==> src/rtl/fetch_queue_pkg.sv <==
// Shared definitions for the instruction prefetch queue: FSM state
// encodings, the buffered entry layout and a PC alignment helper.
package fetch_queue_pkg;

    // Fetch FSM state encodings (2-bit, legacy-compatible constants)
    localparam logic [1:0] FQ_IDLE  = 2'd0;
    localparam logic [1:0] FQ_REQ   = 2'd1;
    localparam logic [1:0] FQ_WAIT  = 2'd2;
    localparam logic [1:0] FQ_DRAIN = 2'd3;

    // One buffered fetch: instruction word in the upper half, its PC below
    typedef struct packed {
        logic [31:0] instr;
        logic [31:0] pc;
    } fq_entry_t;

    // Fetch addresses are always word aligned; low bits of a target are dropped
    function automatic logic [31:0] fq_align(input logic [31:0] addr);
        return {addr[31:2], 2'b00};
    endfunction

endpackage

==> src/rtl/fetch_queue_fifo_sync.sv <==
// Small synchronous FIFO with a synchronous clear and an occupancy count.
// DEPTH must be a power of two so the pointers wrap naturally.
module fifo_sync #(
    parameter int WIDTH = 64,
    parameter int DEPTH = 4
) (
    input  logic                       clk,
    input  logic                       rst,
    input  logic                       clr,
    input  logic                       push,
    input  logic [WIDTH-1:0]           wdata,
    input  logic                       pop,
    output logic [WIDTH-1:0]           rdata,
    output logic [$clog2(DEPTH):0]     count,
    output logic                       empty,
    output logic                       full
);

    localparam int AW = $clog2(DEPTH);
    localparam int CW = AW + 1;
    localparam logic [CW-1:0] DEPTH_C = CW'(DEPTH);

    logic [WIDTH-1:0] mem_q [DEPTH];
    logic [AW-1:0]    wr_ptr_q, wr_ptr_d;
    logic [AW-1:0]    rd_ptr_q, rd_ptr_d;
    logic [CW-1:0]    count_q, count_d;
    logic             do_push;
    logic             do_pop;

    // Pointer and occupancy update; clear wins over any push or pop
    always_comb begin
        do_push  = push && (count_q != DEPTH_C);
        do_pop   = pop && (count_q != '0);
        wr_ptr_d = wr_ptr_q;
        rd_ptr_d = rd_ptr_q;
        count_d  = count_q;
        if (clr) begin
            wr_ptr_d = '0;
            rd_ptr_d = '0;
            count_d  = '0;
        end else begin
            if (do_push) wr_ptr_d = wr_ptr_q + AW'(1);
            if (do_pop)  rd_ptr_d = rd_ptr_q + AW'(1);
            count_d = count_q + CW'(do_push) - CW'(do_pop);
        end
    end

    // Pointer and count registers
    always_ff @(posedge clk or negedge rst) begin
        if (!rst) begin
            wr_ptr_q <= '0;
            rd_ptr_q <= '0;
            count_q  <= '0;
        end else begin
            wr_ptr_q <= wr_ptr_d;
            rd_ptr_q <= rd_ptr_d;
            count_q  <= count_d;
        end
    end

    // Entry storage; contents are only meaningful while counted as occupied
    always_ff @(posedge clk) begin
        if (do_push && !clr) mem_q[wr_ptr_q] <= wdata;
    end

    assign rdata = mem_q[rd_ptr_q];
    assign count = count_q;
    assign empty = (count_q == '0);
    assign full  = (count_q == DEPTH_C);

endmodule

==> src/rtl/fetch_queue.sv <==
// Instruction prefetch queue: issues sequential word fetches with at most
// one request outstanding, buffers returned words with their PC and hands
// them to the core over valid/ready. Redirects flush the buffer and discard
// any response belonging to the old stream.
// Optional feature macro: FETCHQ_BYPASS_EN (response forwarded to the
// outputs in the same cycle when the buffer is empty).
module fetch_queue
    import fetch_queue_pkg::*;
#(
    parameter int          DEPTH    = 4,
    parameter logic [31:0] RESET_PC = 32'h0000_0000
) (
    input  logic        clk,
    input  logic        rst,
    input  logic        redirect,
    input  logic [31:0] redirect_pc,
    output logic        mem_req,
    output logic [31:0] mem_addr,
    input  logic        mem_gnt,
    input  logic        mem_rvalid,
    input  logic [31:0] mem_rdata,
    output logic        out_valid,
    input  logic        out_ready,
    output logic [31:0] out_instr,
    output logic [31:0] out_pc
);

    // state    | meaning
    // FQ_IDLE  | no request; waits for a free buffer slot
    // FQ_REQ   | mem_req high, address held until mem_gnt
    // FQ_WAIT  | granted, response will be buffered
    // FQ_DRAIN | granted, response belongs to a flushed stream and is dropped

    localparam int CW = $clog2(DEPTH) + 1;
    localparam logic [CW-1:0] DEPTH_C = CW'(DEPTH);

    logic [1:0]  state_q, state_d;
    logic [31:0] fetch_pc_q, fetch_pc_d;
    logic [31:0] req_pc_q, req_pc_d;
    logic [31:0] addr_q, addr_d;
    logic        stale_q, stale_d;

    logic        fifo_push;
    logic        fifo_pop;
    logic        fifo_empty;
    logic        fifo_full;
    logic [CW-1:0] count;
    logic [CW-1:0] count_after;
    logic        slot_left;
    logic        resp_take;
    logic        bypass_vld;
    fq_entry_t   wr_entry;
    fq_entry_t   head;

    fifo_sync #(
        .WIDTH (64),
        .DEPTH (DEPTH)
    ) u_fifo (
        .clk   (clk),
        .rst   (rst),
        .clr   (redirect),
        .push  (fifo_push),
        .wdata (wr_entry),
        .pop   (fifo_pop),
        .rdata (head),
        .count (count),
        .empty (fifo_empty),
        .full  (fifo_full)
    );

    // Buffer push/pop decisions; a redirect suppresses both
    always_comb begin
        resp_take = (state_q == FQ_WAIT) && mem_rvalid && !redirect;
`ifdef FETCHQ_BYPASS_EN
        bypass_vld = resp_take && fifo_empty;
`else
        bypass_vld = 1'b0;
`endif
        fifo_pop    = !redirect && !fifo_empty && out_ready;
        fifo_push   = resp_take && !(bypass_vld && out_ready) && !fifo_full;
        wr_entry    = '{instr: mem_rdata, pc: req_pc_q};
        count_after = count + CW'(fifo_push) - CW'(fifo_pop);
        slot_left   = (count_after < DEPTH_C);
    end

    // Fetch FSM and PC bookkeeping
    always_comb begin
        state_d    = state_q;
        fetch_pc_d = fetch_pc_q;
        req_pc_d   = req_pc_q;
        stale_d    = 1'b0;
        case (state_q)
            FQ_IDLE: begin
                if (redirect) begin
                    fetch_pc_d = fq_align(redirect_pc);
                    state_d    = FQ_REQ;
                end else if (count < DEPTH_C) begin
                    state_d = FQ_REQ;
                end
            end
            FQ_REQ: begin
                // The request is never withdrawn; a redirect only marks it stale
                if (mem_gnt) begin
                    if (stale_q || redirect) begin
                        state_d = FQ_DRAIN;
                    end else begin
                        req_pc_d   = addr_q;
                        fetch_pc_d = addr_q + 32'd4;
                        state_d    = FQ_WAIT;
                    end
                end else begin
                    stale_d = stale_q || redirect;
                end
                if (redirect) fetch_pc_d = fq_align(redirect_pc);
            end
            FQ_WAIT: begin
                if (redirect) begin
                    fetch_pc_d = fq_align(redirect_pc);
                    state_d    = mem_rvalid ? FQ_REQ : FQ_DRAIN;
                end else if (mem_rvalid) begin
                    state_d = slot_left ? FQ_REQ : FQ_IDLE;
                end
            end
            FQ_DRAIN: begin
                if (redirect) fetch_pc_d = fq_align(redirect_pc);
                if (mem_rvalid) state_d = FQ_REQ;
            end
            default: state_d = FQ_IDLE;
        endcase
        // Latch the request address on entry to REQ so it is stable until grant
        addr_d = ((state_d == FQ_REQ) && (state_q != FQ_REQ)) ? fetch_pc_d : addr_q;
    end

    // FSM and PC registers
    always_ff @(posedge clk or negedge rst) begin
        if (!rst) begin
            state_q    <= FQ_IDLE;
            fetch_pc_q <= RESET_PC;
            req_pc_q   <= RESET_PC;
            addr_q     <= RESET_PC;
            stale_q    <= 1'b0;
        end else begin
            state_q    <= state_d;
            fetch_pc_q <= fetch_pc_d;
            req_pc_q   <= req_pc_d;
            addr_q     <= addr_d;
            stale_q    <= stale_d;
        end
    end

    // Core-facing outputs; zero whenever nothing valid is presented
    always_comb begin
        out_valid = 1'b0;
        out_instr = '0;
        out_pc    = '0;
        if (!fifo_empty) begin
            out_valid = 1'b1;
            out_instr = head.instr;
            out_pc    = head.pc;
        end else if (bypass_vld) begin
            out_valid = 1'b1;
            out_instr = mem_rdata;
            out_pc    = req_pc_q;
        end
    end

    assign mem_req  = (state_q == FQ_REQ);
    assign mem_addr = addr_q;

endmodule
==> config.mk <==
export PLATFORM = sky130hd
export DESIGN_NAME = fetch_queue
export DESIGN_NICKNAME = d
export VERILOG_FILES = /design/src/rtl/fetch_queue_pkg.sv /design/src/rtl/fetch_queue_fifo_sync.sv /design/src/rtl/fetch_queue.sv
export SDC_FILE = /design/constraint.sdc
export NUM_CORES = 1
export LEC_CHECK = 0
export ABC_AREA = 1
export BUFFER_PORTS_ARGS = -buffer_cell sky130_fd_sc_hd__buf_2
export CAP_MARGIN = 5
export CORE_MARGIN = 4
export CORE_UTILIZATION = 59
export CTS_CLUSTER_SIZE = 16
export DETAILED_ROUTE_END_ITERATION = 10
export GPL_ROUTABILITY_DRIVEN = 0
export MAX_ROUTING_LAYER = met4
export PLACE_DENSITY = 0.86
export SLEW_MARGIN = 20
export SYNTH_ARGS = -nofsm -noshare
export SYNTH_HDL_FRONTEND = slang
export SYNTH_SLANG_ARGS = --single-unit
export TNS_END_PERCENT = 30
==> constraint.sdc <==
create_clock -name clk -period 8.9 [get_ports clk]
set_clock_uncertainty 0.15 [all_clocks]
set_input_delay 0.89 -clock clk [delete_from_list [all_inputs] [get_ports clk]]
set_output_delay 0.89 -clock clk [all_outputs]
set_load 0.1 [all_outputs]
==> flow_summary.json, run 1 <==
{
  "fin_crit_ps": 4280,
  "synth_fp_nets": 1597,
  "cellPowerDensity_nw_per_um2": 393,
  "core_area_um2": 25400,
  "portBuffers": 165,
  "wirelength_um": 36300,
  "multi_input_area_um2": 4520,
  "p_leak_nw": 7.17,
  "worst_ep_required_time_ps": 7860,
  "fin_nets": 1739,
  "syn_avg_cell_area_um2": 10.2,
  "instances_no_fill": 2017,
  "pre_cts_slack_ps": 4900,
  "yosys_warnings": 0,
  "drive_gt1_share_pct": 15.4,
  "vias_per_cell": 5.76,
  "cpPeakStageDelay_ps": 740,
  "cts_buffer_depth": 3,
  "grt_pass1_vias": 11000,
  "end_kind": "primary output",
  "setup_viol": 0,
  "wl_per_cell_um": 18.0,
  "maxCapViolations": 0,
  "synth_common_cells": "366 x nor2_1, 269 x nand2_1, 256 x edfxtp_1",
  "p_total_w": 0.00696,
  "synth_ff_type": "edfxtp_1",
  "synthArstFlopShare_pct": 29.3,
  "r2r_start": "u_fifo.count[2]",
  "ir_worst_vdd_mv": 0.353,
  "fillCellCount": 1782,
  "grtUsageMet3_pct": 4.03,
  "crit_path_top_delay_cell": "buf_4",
  "place_inst": 1949,
  "root_buffer": "clkbuf_16",
  "die_w_um": 170,
  "cts_buffers": 38,
  "routed-via-count": 11600,
  "seqPwrFrac_pct": 34.1,
  "critical_path_class": "reg -> out",
  "clkPwrFrac_pct": 22.3,
  "crit_chain": "inv_2, buf_4, o21ai_0, a21oi_1, buf_2",
  "overflow": 0,
  "area_growth_syn_to_layout_pct": 14.8,
  "p_int_w": 0.00350,
  "yosys.area.top_type": "edfxtp_1",
  "cts_tree": "yes",
  "worstPathArrival_ps": 3240,
  "worst_pin_slew_ps": 1100,
  "grt_pass1_wl_um": 56200,
  "drtAntennaViolNets": 0,
  "global_route.usage.met2_pct": 40.5,
  "htreeDepth": 2,
  "ios": 168,
  "min-delay-path-class": "in -> async",
  "rr_worst_depth": 21,
  "ctsResizeCount": 0,
  "synth.distinct_cells": 29,
  "dpl_cell_area_um2": 16400,
  "initial_core_util_pct": 60.6,
  "report.final.hold_viol_count": 0,
  "reg2reg_slack_ps": 4890,
  "grtUsageMet1_pct": 33.3,
  "grtUsageTotal_pct": 25.3,
  "switchingPower_w": 0.00346,
  "grt-busiest-layer": "met2",
  "hold_buffers": 0,
  "rows": 58,
  "path_depth": 5,
  "die_area_um2": 28800,
  "fin_crit_sh_pct": 48.1,
  "dpl.hpwl_um": 21400,
  "clkSinkCount": 362,
  "status": "complete, no violations",
  "clock_latency_ps": 520,
  "r2r_end": "mem_addr[17]",
  "antennaDiodeCount": 0,
  "crit_buf_inv": 3,
  "swShare_pct": 49.7,
  "first_pass_iters": 6,
  "seq_area_frac_synth_pct": 67.1,
  "grt_max_degree": 105,
  "fmax_mhz": 234,
  "slew_violations": 0,
  "ys_top_cells_by_area": "edfxtp_1 50%, dfrtp_1 17%, nor2_1 8.9%, nand2_1 6.6%, o21ai_0 5.7%",
  "crit_family": "buffers and inverters",
  "path_clk_slew_ps": 60,
  "relSlewSlack_pct": 27.0,
  "cp-startpoint": "u_fifo.rd_ptr_q[0]",
  "chipHeight_um": 170,
  "final.setup.worst_slack_ps": 4620,
  "rsz0062_at_grt": "false",
  "syn_area_um2": 15400,
  "post-route-cell-area_um2": 17700,
  "synth_top_area_share_pct": 49.9,
  "synth-seq-cells": 362,
  "drc": 0,
  "fin_setup_tns_ps": 0,
  "synth.most_common_cell": "nor2_1",
  "synth_edf_count": 256,
  "setup.worst_path.end": "out_pc[13]",
  "crit_fanout": 104,
  "start_kind": "register",
  "cts_setup_buffers": 0,
  "final-seq-area_um2": 10300,
  "synthCells": 1517,
  "drt_iter0_markers": 1454,
  "antenna_found_initial": 0,
  "power_frac_comb_pct": 43.6
}
-- worst reg2reg max path: cells and delay by family, from the launching register on --
family | cells | cell delay [ps]
buf+inv | 4 | 920
simple gates | 15 | 2040
flops | 1 | 400
fa+ha+maj | 2 | 400
-- power groups by stage --
stage / logic, W / registers (W) / clock network, W
after floorplan: 0.00208 / 0.00273 / 0
after global placement: 0.00297 / 0.00237 / 0
after detailed placement: 0.00302 / 0.00239 / 0
after CTS: 0.00303 / 0.00236 / 0.00157
after global routing: 0.00320 / 0.00240 / 0.00165
final: 0.00303 / 0.00237 / 0.00155
-- worst min-delay path by stage --
stage / endpoint / slack (ps) / cells after the start
CTS: mem_addr[1] / 160 / 1
global route: mem_addr[1] / 180 / 1
floorplan: u_fifo.mem_q[0][0] / 330 / 0
detailed placement: mem_addr[0] / 340 / 2
finish: mem_addr[1] / 160 / 1
global placement: mem_addr[0] / 330 / 2
-- per-stage QoR --
stage          hold WS [ps]  util [%]
6_report                159      69.6
5_1_grt                 179      69.6
4_1_cts                 161      69.6
3_5_place_dp            342      64.8
3_3_place_gp            327      64.8
2_1_floorplan           326         -
-- state kept, by name (all words and copies together) (netlist names) --
register and flops:
fetch_pc_q 32, mem_addr 32, req_pc_q 32, stale_q 1, state_q 2, u_fifo.count 3, u_fifo.mem_q 256, u_fifo.rd_ptr_q 2
u_fifo.wr_ptr_q 2
-- cell usage in the layout, fill, tap and decap left out, types with 2 or more instances in the layout --
cell | Yosys | final
nor2_1 | 366 | 361
nand2_1 | 269 | 269
edfxtp_1 | 256 | 256
o21ai_0 | 174 | 174
buf_2 | 14 | 164
dfrtp_1 | 106 | 104
nand3_1 | 80 | 80
a21oi_1 | 73 | 73
inv_1 | 60 | 58
clkbuf_16 | 0 | 39
a22oi_1 | 18 | 18
buf_4 | 5 | 16
ha_1 | 9 | 9
clkinv_1 | 0 | 7
nor2_4 | 1 | 6
clkbuf_1 | 42 | 6
nor2_2 | 5 | 5
clkinv_2 | 0 | 5
inv_2 | 2 | 4
xor2_1 | 4 | 4
bufinv_16 | 0 | 4
clkinvlp_4 | 0 | 3
nand2_4 | 2 | 2
nand3_2 | 2 | 2
nand2_2 | 2 | 2
nand4_1 | 2 | 2
o21ai_1 | 2 | 2
o211ai_1 | 2 | 2
-- routing by layer --
layer	part of all wire (%)	routed length (um)	vias to the layer above
met5	0	0	-
li1	-	-	5418
met3	9.1	3310	96
met2	48	17300	613
met4	3.3	1180	0
met1	40	14400	5489
-- cells by family (layout without fill, tap and decap cells) --
| kind of cell | Yosys count | count (layout) | synth area share, % |
|---|---|---|---|
| simple gates | 731 | 731 | 18.9 |
| flops | 362 | 362 | 67.1 |
| compound gates | 270 | 270 | 9.12 |
| buf+inv | 140 | 310 | 3.79 |
| fa+ha+maj | 10 | 10 | 0.861 |
| xor+xnor | 4 | 4 | 0.227 |
-- final cells by class --
cell class                      count  area share [%]
Tap cell                          330            2.33
Clock inverter                     22            1.29
Timing Repair Buffer              180            5.32
Inverter                           62            1.32
Multi-Input combinational cell   1015            25.5
Sequential cell                   362            58.5
Clock buffer                       46            5.72
(Power assumes the default switching activity.)
==> inputs of run 2 (changes only) <==
--- a/config.mk
+++ b/config.mk
@@ -9,12 +9,12 @@
 export BUFFER_PORTS_ARGS = -buffer_cell sky130_fd_sc_hd__buf_2
 export CAP_MARGIN = 5
 export CORE_MARGIN = 4
-export CORE_UTILIZATION = 59
+export CORE_UTILIZATION = 53
 export CTS_CLUSTER_SIZE = 16
 export DETAILED_ROUTE_END_ITERATION = 10
 export GPL_ROUTABILITY_DRIVEN = 0
 export MAX_ROUTING_LAYER = met4
-export PLACE_DENSITY = 0.86
+export PLACE_DENSITY = 0.82
 export SLEW_MARGIN = 20
 export SYNTH_ARGS = -nofsm -noshare
 export SYNTH_HDL_FRONTEND = slang
==> constraint.sdc (replaced) <==
create_clock -name clk -period 3.6 [get_ports clk]
set_clock_uncertainty 0.15 [all_clocks]
set_input_delay 0.36 -clock clk [delete_from_list [all_inputs] [get_ports clk]]
set_output_delay 0.36 -clock clk [all_outputs]
set_load 0.1 [all_outputs]
==> flow_summary.json, run 2 (same netlist as run 1, synthesis figures left out) <==
{
  "p_leak_nw": 7.47,
  "end_kind": "primary output",
  "worst_ep_required_time_ps": 3090,
  "cts_tree": "yes",
  "report.final.hold_viol_count": 0,
  "clock_latency_ps": 520,
  "antenna_found_initial": 0,
  "grt_pass1_wl_um": 59600,
  "fin_crit_ps": 3160,
  "root_buffer": "clkbuf_16",
  "routed-via-count": 11900,
  "hold_buffers": 66,
  "critical_path_class": "reg -> out",
  "status": "complete, no violations",
  "drc": 0,
  "htreeDepth": 2,
  "fillCellCount": 2162,
  "min-delay-path-class": "in -> reg",
  "wl_per_cell_um": 17.6,
  "dpl.hpwl_um": 22200,
  "overflow": 0,
  "maxCapViolations": 0,
  "largest_reg_flops": 256,
  "fin_nets": 1810,
  "top_register": "u_fifo.mem_q",
  "initial_core_util_pct": 53.7,
  "ctsResizeCount": 0,
  "first_pass_iters": 6,
  "rows": 62,
  "relSlewSlack_pct": 36.8,
  "grt_pass1_vias": 11900,
  "cellPowerDensity_nw_per_um2": 933,
  "area_growth_syn_to_layout_pct": 20.1,
  "start_kind": "register",
  "drive_gt1_share_pct": 14.7,
  "dpl_cell_area_um2": 16600,
  "antennaDiodeCount": 0,
  "cts_buffers": 37,
  "ios": 168,
  "slew_violations": 0,
  "fin_crit_sh_pct": 87.9,
  "portBuffers": 165,
  "vias_per_cell": 5.56,
  "grt_max_degree": 89,
  "fmax_mhz": 316,
  "chipHeight_um": 178,
  "wirelength_um": 37800,
  "drt_iter0_markers": 1274,
  "cts_buffer_depth": 3,
  "ir_worst_vdd_mv": 1.00,
  "rsz0062_at_grt": "false",
  "final_common_cell": "nor2_1",
  "mostFrequentLayoutCells": "361 x nor2_1, 269 x nand2_1, 256 x edfxtp_1",
  "cts_setup_buffers": 0,
  "path_clk_slew_ps": 60,
  "worstPathArrival_ps": 2650,
  "fin_setup_tns_ps": 0,
  "crit_fanout": 41,
  "setup_viol": 0,
  "die_w_um": 178,
  "die_area_um2": 31900,
  "drtAntennaViolNets": 0,
  "worst_pin_slew_ps": 946,
  "clkSinkCount": 362,
  "utilization_pct": 64.5,
  "core_area_um2": 28700,
  "grtUsageTotal_pct": 24.1,
  "post-route-cell-area_um2": 18500
}
[run 2: changes by cell type in the layout (fill, tap and decap cells not counted), sizes merged]
cell         before  now
clkinv           14   15
inv              63   65
clkbuf           46   45
dlygate4sd3       0   66
clkinvlp          3    0
buf             180  186
[run 2: path summary, 6_finish.rpt]
path | slack, ps | from | end | cells past startpoint
min in group asynchronous | 350 | rst | mem_addr[5] | 2
hold / removal | 30 | out_ready | u_fifo.rd_ptr_q[1] | 3
hold reg to reg | 350 | mem_addr[0] | mem_addr[0] | 2
setup / recovery | 440 | u_fifo.rd_ptr_q[0] | out_pc[24] | 5
setup reg to reg | 690 | u_fifo.count[2] | mem_addr[13] | 20
max in group asynchronous | 2120 | rst | fetch_pc_q[5] | 3
[run 2: report_power, final]
| group | leakage, nW | switching (W) | total (W) | internal [W] |
|---|---|---|---|---|
| Sequential | 3.66 | 0.000712 | 0.00590 | 0.00519 |
| Combinational | 3.23 | 0.00635 | 0.00761 | 0.00126 |
| Clock | 0.577 | 0.00156 | 0.00376 | 0.00220 |
| Total | 7.47 | 0.00862 | 0.0173 | 0.00864 |
[run 2: final cells by class]
class	instances	area [um^2]	area share (%)
clock buffer	45	956	5.17
tap	384	480	2.60
multi-input combinational	1015	4520	24.4
timing repair buffer	252	1730	9.37
sequential	362	10300	55.9
clock inverter	22	235	1.27
inverter	62	233	1.26
[run 2: stage by stage]
step / hold WS (ps) / total power [W] / setup WS (ps) / cells
final: 26.0 / 0.0173 / 435 / 2142
after global routing: 34.4 / 0.0180 / 309 / 2142
after CTS: 1.51 / 0.0173 / 399 / 2142
after global placement: 333 / 0.0133 / 810 / 2009
after floorplan: -85.6 / 0.0119 / -473 / 1517
after detailed placement: 332 / 0.0135 / 738 / 2009
[run 2: layer usage]
| metal | track usage [%] | vias up | share of wire [%] | wire [um] |
|---|---|---|---|---|
| met1 | 31.1 | 5725 | 41 | 15400 |
| met5 | - | - | 0 | 0 |
| li1 | - | 5554 | - | - |
| met4 | 7.90 | 0 | 3.0 | 1130 |
| met3 | 3.58 | 82 | 8.1 | 3050 |
| met2 | 39.7 | 548 | 48 | 18200 |
[run 2: worst max-delay path: stages, from the launching register on]
cell     delay, ps
dfrtp_4        660
inv_2          150
buf_4          350
o21ai_0        150
a21oi_1        320
buf_2          500
==> inputs of run 3 (changes only) <==
--- a/config.mk
+++ b/config.mk
@@ -9,12 +9,13 @@
 export BUFFER_PORTS_ARGS = -buffer_cell sky130_fd_sc_hd__buf_2
 export CAP_MARGIN = 5
 export CORE_MARGIN = 4
-export CORE_UTILIZATION = 53
+export CORE_UTILIZATION = 59
 export CTS_CLUSTER_SIZE = 16
 export DETAILED_ROUTE_END_ITERATION = 10
 export GPL_ROUTABILITY_DRIVEN = 0
 export MAX_ROUTING_LAYER = met4
-export PLACE_DENSITY = 0.82
+export PLACE_DENSITY = 0.86
+export SKIP_CTS_REPAIR_TIMING = 1
 export SLEW_MARGIN = 20
 export SYNTH_ARGS = -nofsm -noshare
 export SYNTH_HDL_FRONTEND = slang
==> constraint.sdc (replaced) <==
create_clock -name clk -period 3.1 [get_ports clk]
set_clock_uncertainty 0.15 [all_clocks]
set_input_delay 0.31 -clock clk [delete_from_list [all_inputs] [get_ports clk]]
set_output_delay 0.31 -clock clk [all_outputs]
set_load 0.1 [all_outputs]
==> flow_summary.json, run 3 (same netlist as run 1, synthesis figures left out) <==
{
  "status": "complete, no violations",
  "worst_ep_required_time_ps": 2640,
  "relSlewSlack_pct": 37.6,
  "end_kind": "primary output",
  "reg2reg_slack_ps": 190,
  "die_w_um": 170,
  "die_area_um2": 28800,
  "dpl.hpwl_um": 22800,
  "fin_crit_ps": 3020,
  "largest_reg_flops": 256,
  "initial_core_util_pct": 60.6,
  "cellPowerDensity_nw_per_um2": 1130,
  "fmax_mhz": 331,
  "critical_path_class": "reg -> out",
  "cts_tree": "yes",
  "antennaDiodeCount": 0,
  "grt_pass1_vias": 11500,
  "first_pass_iters": 6,
  "antenna_found_initial": 0,
  "worst_pin_slew_ps": 934,
  "grtUsageTotal_pct": 26.8,
  "drt_iter0_markers": 1745,
  "report.final.hold_viol_count": 0,
  "mostFrequentLayoutCells": "361 x nor2_1, 269 x nand2_1, 256 x edfxtp_1",
  "htreeDepth": 2,
  "p_leak_nw": 7.71,
  "drtAntennaViolNets": 0,
  "setup_viol": 0,
  "chipHeight_um": 170,
  "wl_per_cell_um": 19.0,
  "maxCapViolations": 0,
  "grt_pass1_wl_um": 59500,
  "rows": 58,
  "wirelength_um": 39700,
  "path_clk_slew_ps": 50,
  "overflow": 0,
  "post-route-cell-area_um2": 19500,
  "worstPathArrival_ps": 2560,
  "slew_violations": 0,
  "clock_latency_ps": 520,
  "area_growth_syn_to_layout_pct": 26.4,
  "min-delay-path-class": "in -> reg",
  "clkSinkCount": 362,
  "fin_crit_sh_pct": 97.4,
  "drive_gt1_share_pct": 14.9,
  "drc": 0,
  "top_register": "u_fifo.mem_q",
  "root_buffer": "clkbuf_16",
  "whs_ps": 0.0153,
  "cts_buffer_depth": 3,
  "vias_per_cell": 5.86,
  "start_kind": "register",
  "dpl_cell_area_um2": 17500,
  "grt_max_degree": 130,
  "ir_worst_vdd_mv": 1.34,
  "rsz0062_at_grt": "false",
  "crit_fanout": 64,
  "cts_buffers": 37,
  "ios": 168,
  "portBuffers": 165,
  "core_area_um2": 25400,
  "final_common_cell": "nor2_1",
  "routed-via-count": 12200,
  "fin_nets": 1808
}
## run 3: changes by cell type in the layout (fill, tap and decap cells not counted), sizes merged
cell      delta
clkinv       -5
bufinv       +3
buf          -2
clkinvlp     +1
inv          -1
## run 3: worst paths after layout
check                                      from  depth (start not counted)            endpoint
max in group asynchronous                   rst                          3     u_fifo.count[0]
min in group asynchronous                   rst                          2         mem_addr[0]
worst min-delay path                  out_ready                          3  u_fifo.rd_ptr_q[0]
worst max register to register  u_fifo.count[2]                         20        mem_addr[31]
worst min register to register      mem_addr[0]                          2         mem_addr[0]
worst max-delay path            u_fifo.count[2]                          5          out_pc[22]
## run 3: area by class of cell
type	instances	area, um^2
Tap cell	330	413
Fill cell	1398	5930
Sequential cell	362	10300
Inverter	62	233
Clock inverter	20	293
Timing Repair Buffer	250	2700
Multi-Input combinational cell	1015	4520
Clock buffer	45	956
## run 3: routing by layer
metal  track usage (%)  part of all wire, %  up-vias
met3              5.29                   10      105
met2              44.0                   50      727
met5                 -                    0        -
met4              8.68                  2.8        0
met1              33.9                   37     5822
li1                  -                    -     5557
## run 3: metrics by stage
step	util (%)	setup TNS, ps	power (W)	instances	worst slack, ps
floorplan	-	-249450	0.0138	1517	-973
global placement	69.1	0	0.0169	1953	254
detailed placement	69.1	0	0.0171	1953	156
CTS	74.0	0	0.0217	2018	102
global route	76.6	0	0.0227	2084	14.9
finish	76.6	0	0.0219	2084	80.5
## run 3: worst max-delay path, stage by stage, from the launching register on
cell	delay, ps
dfrtp_1	400
or2_2	340
nor2_4	110
buf_4	650
a21oi_1	240
buf_12	240
## run 3: report_power, final
| group | leakage, nW | internal, W | switching, W |
|---|---|---|---|
| combinational | 3.44 | 0.00278 | 0.00775 |
| clock | 0.606 | 0.00279 | 0.00178 |
| sequential | 3.66 | 0.00602 | 0.000771 |
| total | 7.71 | 0.0116 | 0.0103 |
